===== config.mk =====
export PLATFORM = sky130hd
export DESIGN_NAME = s2_burst_sink
export DESIGN_NICKNAME = d
export VERILOG_FILES = /design/src/rtl/s2_pkg.sv /design/src/rtl/s2_sync_fifo.sv /design/src/rtl/s2_burst_sink.sv
export SDC_FILE = /design/constraint.sdc
export NUM_CORES = 1
export LEC_CHECK = 0
export ABC_AREA = 0
export CORE_MARGIN = 2
export CORE_UTILIZATION = 50
export DETAILED_ROUTE_END_ITERATION = 12
export PLACE_DENSITY = 0.72
export SYNTH_ARGS = -nofsm -noshare
export SYNTH_HDL_FRONTEND = slang
export SYNTH_SLANG_ARGS = --single-unit
export TNS_END_PERCENT = 20

===== constraint.sdc =====
create_clock -name clk -period 10.78 [get_ports clk]
set_input_delay 1.617 -clock clk [delete_from_list [all_inputs] [get_ports clk]]
set_output_delay 1.617 -clock clk [all_outputs]
set_load 0.02 [all_outputs]

===== src/rtl/s2_pkg.sv =====
// Shared defaults and types for the s2 burst sink and its FIFO.
package s2_pkg;
  localparam int DATA_W_DEF    = 16;
  localparam int DEPTH_DEF     = 8;
  localparam int CNT_W_DEF     = 8;
  localparam int BURST_LEN_MAX = 15;

  typedef enum logic {
    IDLE = 1'b0,
    RECV = 1'b1
  } burst_state_t;
endpackage


===== src/rtl/s2_sync_fifo.sv =====
// First-word-fall-through synchronous FIFO; head word is visible on o_rdata
// whenever o_empty is low. Storage is not reset, only the pointers are.
module s2_sync_fifo #(
  parameter int DATA_W = 16,
  parameter int DEPTH  = 8
) (
  input  logic                       clk,
  input  logic                       rst,
  input  logic                       i_push,
  input  logic [DATA_W-1:0]          i_wdata,
  input  logic                       i_pop,
  output logic [DATA_W-1:0]          o_rdata,
  output logic                       o_full,
  output logic                       o_empty,
  output logic [$clog2(DEPTH):0]     o_count
);
  localparam int AW = $clog2(DEPTH);

  logic [DATA_W-1:0] r_mem [DEPTH];
  logic [AW:0]       r_wr_ptr;
  logic [AW:0]       r_rd_ptr;
  logic              w_push;
  logic              w_pop;

  // Extra pointer MSB distinguishes full from empty when the index bits match
  assign o_full  = (r_wr_ptr[AW] != r_rd_ptr[AW]) &&
                   (r_wr_ptr[AW-1:0] == r_rd_ptr[AW-1:0]);
  assign o_empty = (r_wr_ptr == r_rd_ptr);
  assign o_count = r_wr_ptr - r_rd_ptr;
  assign o_rdata = r_mem[r_rd_ptr[AW-1:0]];

  assign w_push = i_push && !o_full;
  assign w_pop  = i_pop && !o_empty;

  always_ff @(posedge clk) begin
    if (w_push) r_mem[r_wr_ptr[AW-1:0]] <= i_wdata;
  end

  always_ff @(posedge clk or posedge rst) begin
    if (rst) begin
      r_wr_ptr <= '0;
      r_rd_ptr <= '0;
    end else begin
      if (w_push) r_wr_ptr <= r_wr_ptr + 1'b1;
      if (w_pop)  r_rd_ptr <= r_rd_ptr + 1'b1;
    end
  end
endmodule


===== src/rtl/s2_burst_sink.sv =====
// Burst sink: buffers upstream words in a FWFT FIFO, delimits bursts by valid
// gaps. Optional word-sequence checker compiled in with S2_SEQ_CHECK_EN.
module s2_burst_sink
  import s2_pkg::*;
#(
  parameter int DATA_W = DATA_W_DEF,
  parameter int DEPTH  = DEPTH_DEF,
  parameter int CNT_W  = CNT_W_DEF
) (
  input  logic              clk,
  input  logic              rst,
  input  logic [DATA_W-1:0] data_in,
  input  logic              valid_in,
  output logic              ready_out,
  output logic [DATA_W-1:0] data_out,
  output logic              valid_out,
  input  logic              ready_in,
  output logic              burst_done,
  output logic [3:0]        burst_len,
  output logic [CNT_W-1:0]  burst_cnt,
  output logic              seq_err,
  output logic [CNT_W-1:0]  err_cnt
);
  localparam int AW = $clog2(DEPTH);

  function automatic logic [3:0] len_sat_inc(input logic [3:0] v);
    return (v == 4'(BURST_LEN_MAX)) ? v : v + 4'd1;
  endfunction

  function automatic logic [CNT_W-1:0] cnt_sat_inc(input logic [CNT_W-1:0] v);
    return (&v) ? v : v + 1'b1;
  endfunction

  logic [DATA_W-1:0] w_rdata;
  logic              w_full;
  logic              w_empty;
  logic [AW:0]       w_fill;
  logic              w_push;
  logic              w_pop;

  burst_state_t      r_state, w_state_nxt;
  logic [3:0]        r_wcnt, w_wcnt_nxt;
  logic              r_done, w_done_nxt;
  logic [3:0]        r_len, w_len_nxt;
  logic [CNT_W-1:0]  r_bcnt, w_bcnt_nxt;

  // ready_out is forced low while rst is asserted, independent of fill
  assign ready_out = !rst && (w_fill < (AW+1)'(DEPTH));
  assign w_push    = valid_in && ready_out && !w_full;
  assign valid_out = !w_empty;
  assign w_pop     = valid_out && ready_in;
  assign data_out  = w_empty ? '0 : w_rdata;

  s2_sync_fifo #(
    .DATA_W (DATA_W),
    .DEPTH  (DEPTH)
  ) u_fifo (
    .clk     (clk),
    .rst     (rst),
    .i_push  (w_push),
    .i_wdata (data_in),
    .i_pop   (w_pop),
    .o_rdata (w_rdata),
    .o_full  (w_full),
    .o_empty (w_empty),
    .o_count (w_fill)
  );

  always_ff @(posedge clk or posedge rst) begin
    if (rst) begin
      r_state <= IDLE;
      r_wcnt  <= '0;
      r_done  <= 1'b0;
      r_len   <= '0;
      r_bcnt  <= '0;
    end else begin
      r_state <= w_state_nxt;
      r_wcnt  <= w_wcnt_nxt;
      r_done  <= w_done_nxt;
      r_len   <= w_len_nxt;
      r_bcnt  <= w_bcnt_nxt;
    end
  end

  // Stalled cycles with valid_in high keep the burst open
  always_comb begin
    w_state_nxt = r_state;
    w_wcnt_nxt  = r_wcnt;
    w_done_nxt  = 1'b0;
    w_len_nxt   = r_len;
    w_bcnt_nxt  = r_bcnt;
    case (r_state)
      IDLE: begin
        if (w_push) begin
          w_state_nxt = RECV;
          w_wcnt_nxt  = 4'd1;
        end
      end
      RECV: begin
        if (!valid_in) begin
          w_state_nxt = IDLE;
          w_done_nxt  = 1'b1;
          w_len_nxt   = r_wcnt;
          w_bcnt_nxt  = r_bcnt + 1'b1;
        end else if (w_push) begin
          w_wcnt_nxt = len_sat_inc(r_wcnt);
        end
      end
      default: w_state_nxt = IDLE;
    endcase
  end

  assign burst_done = r_done;
  assign burst_len  = r_len;
  assign burst_cnt  = r_bcnt;

`ifdef S2_SEQ_CHECK_EN
  logic [DATA_W-1:0] r_exp;
  logic [DATA_W-1:0] w_exp;
  logic              w_mis;
  logic              r_seq_err;
  logic [CNT_W-1:0]  r_err_cnt;

  // The first word of every burst is expected to be 1
  assign w_exp = (r_state == IDLE) ? DATA_W'(1) : r_exp;
  assign w_mis = w_push && (data_in != w_exp);

  always_ff @(posedge clk) begin
    if (w_push) r_exp <= w_exp + 1'b1;
  end

  always_ff @(posedge clk or posedge rst) begin
    if (rst) begin
      r_seq_err <= 1'b0;
      r_err_cnt <= '0;
    end else if (w_mis) begin
      r_seq_err <= 1'b1;
      r_err_cnt <= cnt_sat_inc(r_err_cnt);
    end
  end

  assign seq_err = r_seq_err;
  assign err_cnt = r_err_cnt;
`else
  assign seq_err = 1'b0;
  assign err_cnt = '0;
`endif
endmodule

# [After elaboration in Yosys (flattened, before gate mapping)]
# Memory sizes are Yosys's and may differ from the RTL's.
# Index checks and enable logic that the tools add are counted.
[word_totals] register_bits=26 mem_bits_rw=128 output_inout_bits=40 word_cells=49 memories=1
[memory_table] name="u_fifo.r_mem" depth=8 word_bits=16 rd=1 rd_clocked_by_memory_dff=0 write_ports=1 line="s2_sync_fifo.sv:19" rtl="logic [DATA_W-1:0] r_mem [DEPTH];"
[classes] n_addsub=5 n_lt_le_gt_ge=1 eq_ne=8 mux=13 n_bitwise=2 reduce_logical=12
[op_table] op="2-to-1 mux 16 bit" n=1
[op_table] op="2-to-1 mux 4 bit" n=4
[op_table] op="adder 4 x 1 -> 4 bit, second input constant" n=3
[op_table] op="adder 8 x 1 -> 8 bit, second input constant" n=1
[op_table] op="case mux 4 bit (2 select lines)" n=1
[op_table] op="logical AND 1 bit" n=7
[op_table] op="2-to-1 mux 1 bit" n=6
[op_table] op="equality test 4 bit" n=1
[op_table] op="equality test 4 bit, second input constant" n=1
[op_table] op="less-than comparator 4 bit, second input constant" n=1
[op_table] op="inequality test 2 x 1 -> 1 bit, second input constant" n=2
[op_table] op="inequality test 2 bit, second input constant" n=2
[op_table] op="AND reduction 4 bit" n=1
[op_table] op="subtractor 4 bit" n=1
[op_table] op="equality test 3 bit" n=1
[op_table] op="zero test 1 bit" n=3
[op_table] op="NOT 1 bit" n=2
[op_table] op="case mux 1 bit (2 select lines)" n=1
[op_table] op="AND reduction 2 bit" n=1
[op_table] op="inequality test 1 bit" n=1

# [Logic depth before layout (Yosys ltp)]
[depth] depth_word=8 mapped_depth=9

# [By module]
# Synthesis repeated with hierarchy kept, for this count alone.
[unflattened] cells_unflattened=369 hier_area_um2=6374.9
[modules_own_cells] mod="s2_sync_fifo" n_inst=1 cells_per_inst=278 area_each_um2=5408.9 seq_area_each_um2=4043.9
[modules_own_cells] mod="s2_burst_sink" n_inst=1 cells_per_inst=91 area_each_um2=965.9 seq_area_each_um2=450.4

# [Worst setup path before layout]
# No wires, ideal clock.
[synth_path] path_type="input port to flip-flop" startpoint="in valid_in" endpoint="mem u_fifo.r_mem[4][0] (enable)" setup_time_ns=0.430 t_arrival_ns=3.676 t_required_ns=10.350 path_slack_ns=6.674 path_stages=4 n_path_buf=1 cell_sequence="nor2b_1 -> clkbuf_1 -> o21ai_2 -> nor4_1"
[synth_via] elab_chain_cells=5
[synth_lines] item="from (decl)" line="s2_burst_sink.sv:13" rtl="input logic valid_in,"
[synth_lines] item="logical AND 1 bit (2 in series)" line="s2_burst_sink.sv:49" rtl="assign w_push = valid_in && ready_out && !w_full;"
[synth_lines] item="logical AND 1 bit" line="s2_sync_fifo.sv:32" rtl="assign w_push = i_push && !o_full;"
[synth_lines] item="2-to-1 mux 1 bit" line="s2_sync_fifo.sv:36" rtl="if (w_push) r_mem[r_wr_ptr[AW-1:0]] <= i_wdata;"
[synth_lines] item="2-to-1 mux 1 bit (not written as such)" line="s2_sync_fifo.sv:36"
[synth_lines] item="to (decl)" line="s2_sync_fifo.sv:19"
# Every way passes these cells.

# [Worst setup path in the final report]
[layout_path] startpoint="reg u_fifo.r_rd_ptr[2]" endpoint="out ready_out"
[layout_via] elab_chain_cells=3
[layout_lines] item="from (decl)" line="s2_sync_fifo.sv:21" rtl="logic [AW:0] r_rd_ptr;"
[layout_lines] item="from (signal assigned)" line="s2_sync_fifo.sv:45" rtl="if (w_pop) r_rd_ptr <= r_rd_ptr + 1'b1;"
[layout_lines] item="subtractor 4 bit" line="s2_sync_fifo.sv:29" rtl="assign o_count = r_wr_ptr - r_rd_ptr;"
[layout_lines] item="less-than comparator 4 bit" line="s2_burst_sink.sv:48" rtl="assign ready_out = !rst && (w_fill < (AW+1)'(DEPTH));"
[layout_lines] item="logical AND 1 bit" line="s2_burst_sink.sv:48"
[layout_lines] item="to (decl)" line="s2_burst_sink.sv:14" rtl="output logic ready_out,"
# Every way passes these cells.

==> results.md <==
* CTS H-tree depth at 4
* Unrepaired setup endpoints after global routing: no
* Crit path largest cell delay at 0.82 ns
* CTS tree: done
* First-pass GRT wire length at 18200 um
* Max_slew headroom at 34.4%
* Vias per cell at 5.45
* Wire length per cell at 19.3 um
* Sequential Area at 4500 sq um
* Cells resized by post-CTS repair at 0
* Number of I/O port buffers at 50
* DRC violations left at 0
* Critical Path, Cell by Cell: clkinv_1 -> ha_1 -> a21oi_1 -> a21o_1 -> a21oi_1 -> clkdlybuf4s50_1
* Cells after Synth at 354
* Initial DRT Pass Iterations at 4
* Drt initial violations at 228
* Dominant cell type by area after synthesis: edfxtp_1
* Starting Density at 51.5%
* Hold buffers post-CTS at 0
* CTS sink cnt at 154
* Most common cell in the netlist: edfxtp_1
* Required time worst endpoint at 9.16 ns
* Sequential-to-total area share from yosys stat at 72.0%
* Final Setup Violations at 0
* Ys Warns at 0
* Most frequent CP cell: a21oi_1
* Die width at 116 um
* Area share of the leading cell type in the synthesized netlist at 61.6%
* CTS root buffer: clkbuf_16
* Num rows at 40
* Vias in the first global route at 3345
* Crit path time final at 5.54 ns
* Hold Crit Class: reg -> reg
* Yosys cell types at 39
* Clk_skew at 0.00782 ns
* Filler instances at 921
* Final Hold Viols at 0
* Io pins at 60
* Cts bufs inserted at 17
* Detailed placer's ending HPWL at 6770 um
* Via count at 3248
* Overflow after GRT at 0
* Fin. max-slew vios at 0
* Antenna cells at 0
* Placer Congestion at 0.752
* Crit path max-delay family: buffers and inverters
* Worst Path Buf+Inv at 2
* Final net count at 442
* Worst setup SP type: flop
* Synthesized area per cell at 17.6 sq um
* Reg clk slew, reported paths at 0.06 ns
* Die Y at 116 um
* Arr. time, crit path at 3.93 ns
* Total core area at 12100 sq um
* Crit path max fanout at 19
* Mapped cell area at 6240 sq um
* Overall routing resource usage at 19.0%
* Post-CTS Setup Repair Bufs at 0
* Synth Register Bits at 154
* EDFF count, synth at 128
* Largest net degree at the start of global routing at 36
* Pleak at 0.00257 uW
* PD cells at 280 nW/um^2
* Max Root-Sink Buffers at 2
* Status: finished, final reports clean
* Critical path's slowest cell: dfrtp_1
* Routed WL at 11500 um
* Area delta synth->final at 20.2%
* Layout cell share with drive strength beyond 1 at 19.6%
* Most used DFF post-synth: edfxtp_1
* Async SR Flop Fraction at 16.9%
* Final hold slack at 0.482 ns
* Crit Path Class: reg -> out
* VDD IR max at 172 uV
* Crit share post-route at 51.4%
* Max-cap viol count at 0
* Max Fclk at 0.180 GHz
* Worst-Skew Late Latency at 0.42 ns
* Synth area leaders: edfxtp_1 (62%), mux4_2 (12%), dfrtp_1 (10%)
* Synth cell count leaders: edfxtp_1 (128), nand2_1 (41), mux4_2 (32), dfrtp_1 (26), a21oi_1 (23)
* CP endpoint kind: primary output
* Die ar. at 13400 sq um
* Post-route ant nets at 0
* Area used by multi-input combinational logic at 1630 sq um
* Initial antenna violation count at 0
* Worst slew pin tran at 0.983 ns
* TNS Setup at 0 ns
-- layout make-up --
| cell class | count | share of cell area (%) |
|---|---|---|
| inverters | 8 | 0.400 |
| clock inverters | 12 | 1.65 |
| repair buffers | 59 | 7.58 |
| multi-input cells | 175 | 21.8 |
| flip-flops and latches | 154 | 60.0 |
| clock buffers | 20 | 5.82 |
| well taps | 168 | 2.80 |
-- sequential cells by signal, summed over array words and instances, names as in the netlist --
name,cells
u_fifo.r_mem,128
burst_cnt,8
burst_len,4
r_wcnt,4
u_fifo.r_rd_ptr,4
u_fifo.r_wr_ptr,4
burst_done,1
r_state,1
-- layer usage --
metal / vias to the layer above / global-route usage, % / wire length [um]
li1: 1476 / - / -
met1: 1642 / 24.6 / 4760
met2: 112 / 30.1 / 5770
met3: 18 / 6.01 / 824
met4: 0 / 8.10 / 165
met5: - / 0 / 0
-- worst paths after layout --
kind	startpoint	slack, ns	cells after the start	to
worst max register to register	u_fifo.r_rd_ptr[2]	6.43	7	u_fifo.r_mem[3][3]
worst min register to register	burst_cnt[7]	0.48	1	burst_cnt[7]
worst max-delay path	u_fifo.r_rd_ptr[2]	5.24	6	ready_out
worst min-delay path	burst_cnt[7]	0.48	1	burst_cnt[7]
min in group asynchronous	rst	1.82	2	burst_cnt[1]
max in group asynchronous	rst	8.30	2	u_fifo.r_rd_ptr[0]
-- cells in the final DEF (no fill, tap or decap), drive strengths merged, types with 4 or more instances in the layout --
cell	n
mux4	32
clkbuf	20
o21ai	4
nand4	4
nand3	9
clkinv	6
edfxtp	128
clkinvlp	4
mux2	7
xor2	6
ha	7
nand2	41
buf	9
inv	8
conb	9
nor4	5
dfrtp	26
a21oi	24
xnor2	8
clkdlybuf4s50	50
-- through the flow --
step,util (%),power [uW],cell area (sq um),instances,setup slack [ns]
after floorplan,-,1280,6270,362,6.67
after global placement,57.3,1550,6940,564,5.80
after detailed placement,57.3,1560,6940,564,5.70
after CTS,61.9,2130,7500,596,5.17
after global routing,61.9,2210,7500,596,4.87
final,61.9,2100,7500,596,5.24
-- where the power goes --
group	internal (uW)	switching, uW
logic	351	409
registers	715	65.0
clock network	338	223
-- cell families after synthesis --
family,after synthesis,share of synthesized area [%]
adder cells (fa/ha/maj),7,1.40
buffers and inverters,33,2.73
other,1,0.0601
AO/OA/AOI/OAI,35,3.43
XOR/XNOR,14,2.09
flip-flops,154,72.0
AND/OR/NAND/NOR,71,5.44
multiplexers,39,12.8
Note: power is estimated with default switching activity, not from simulation.
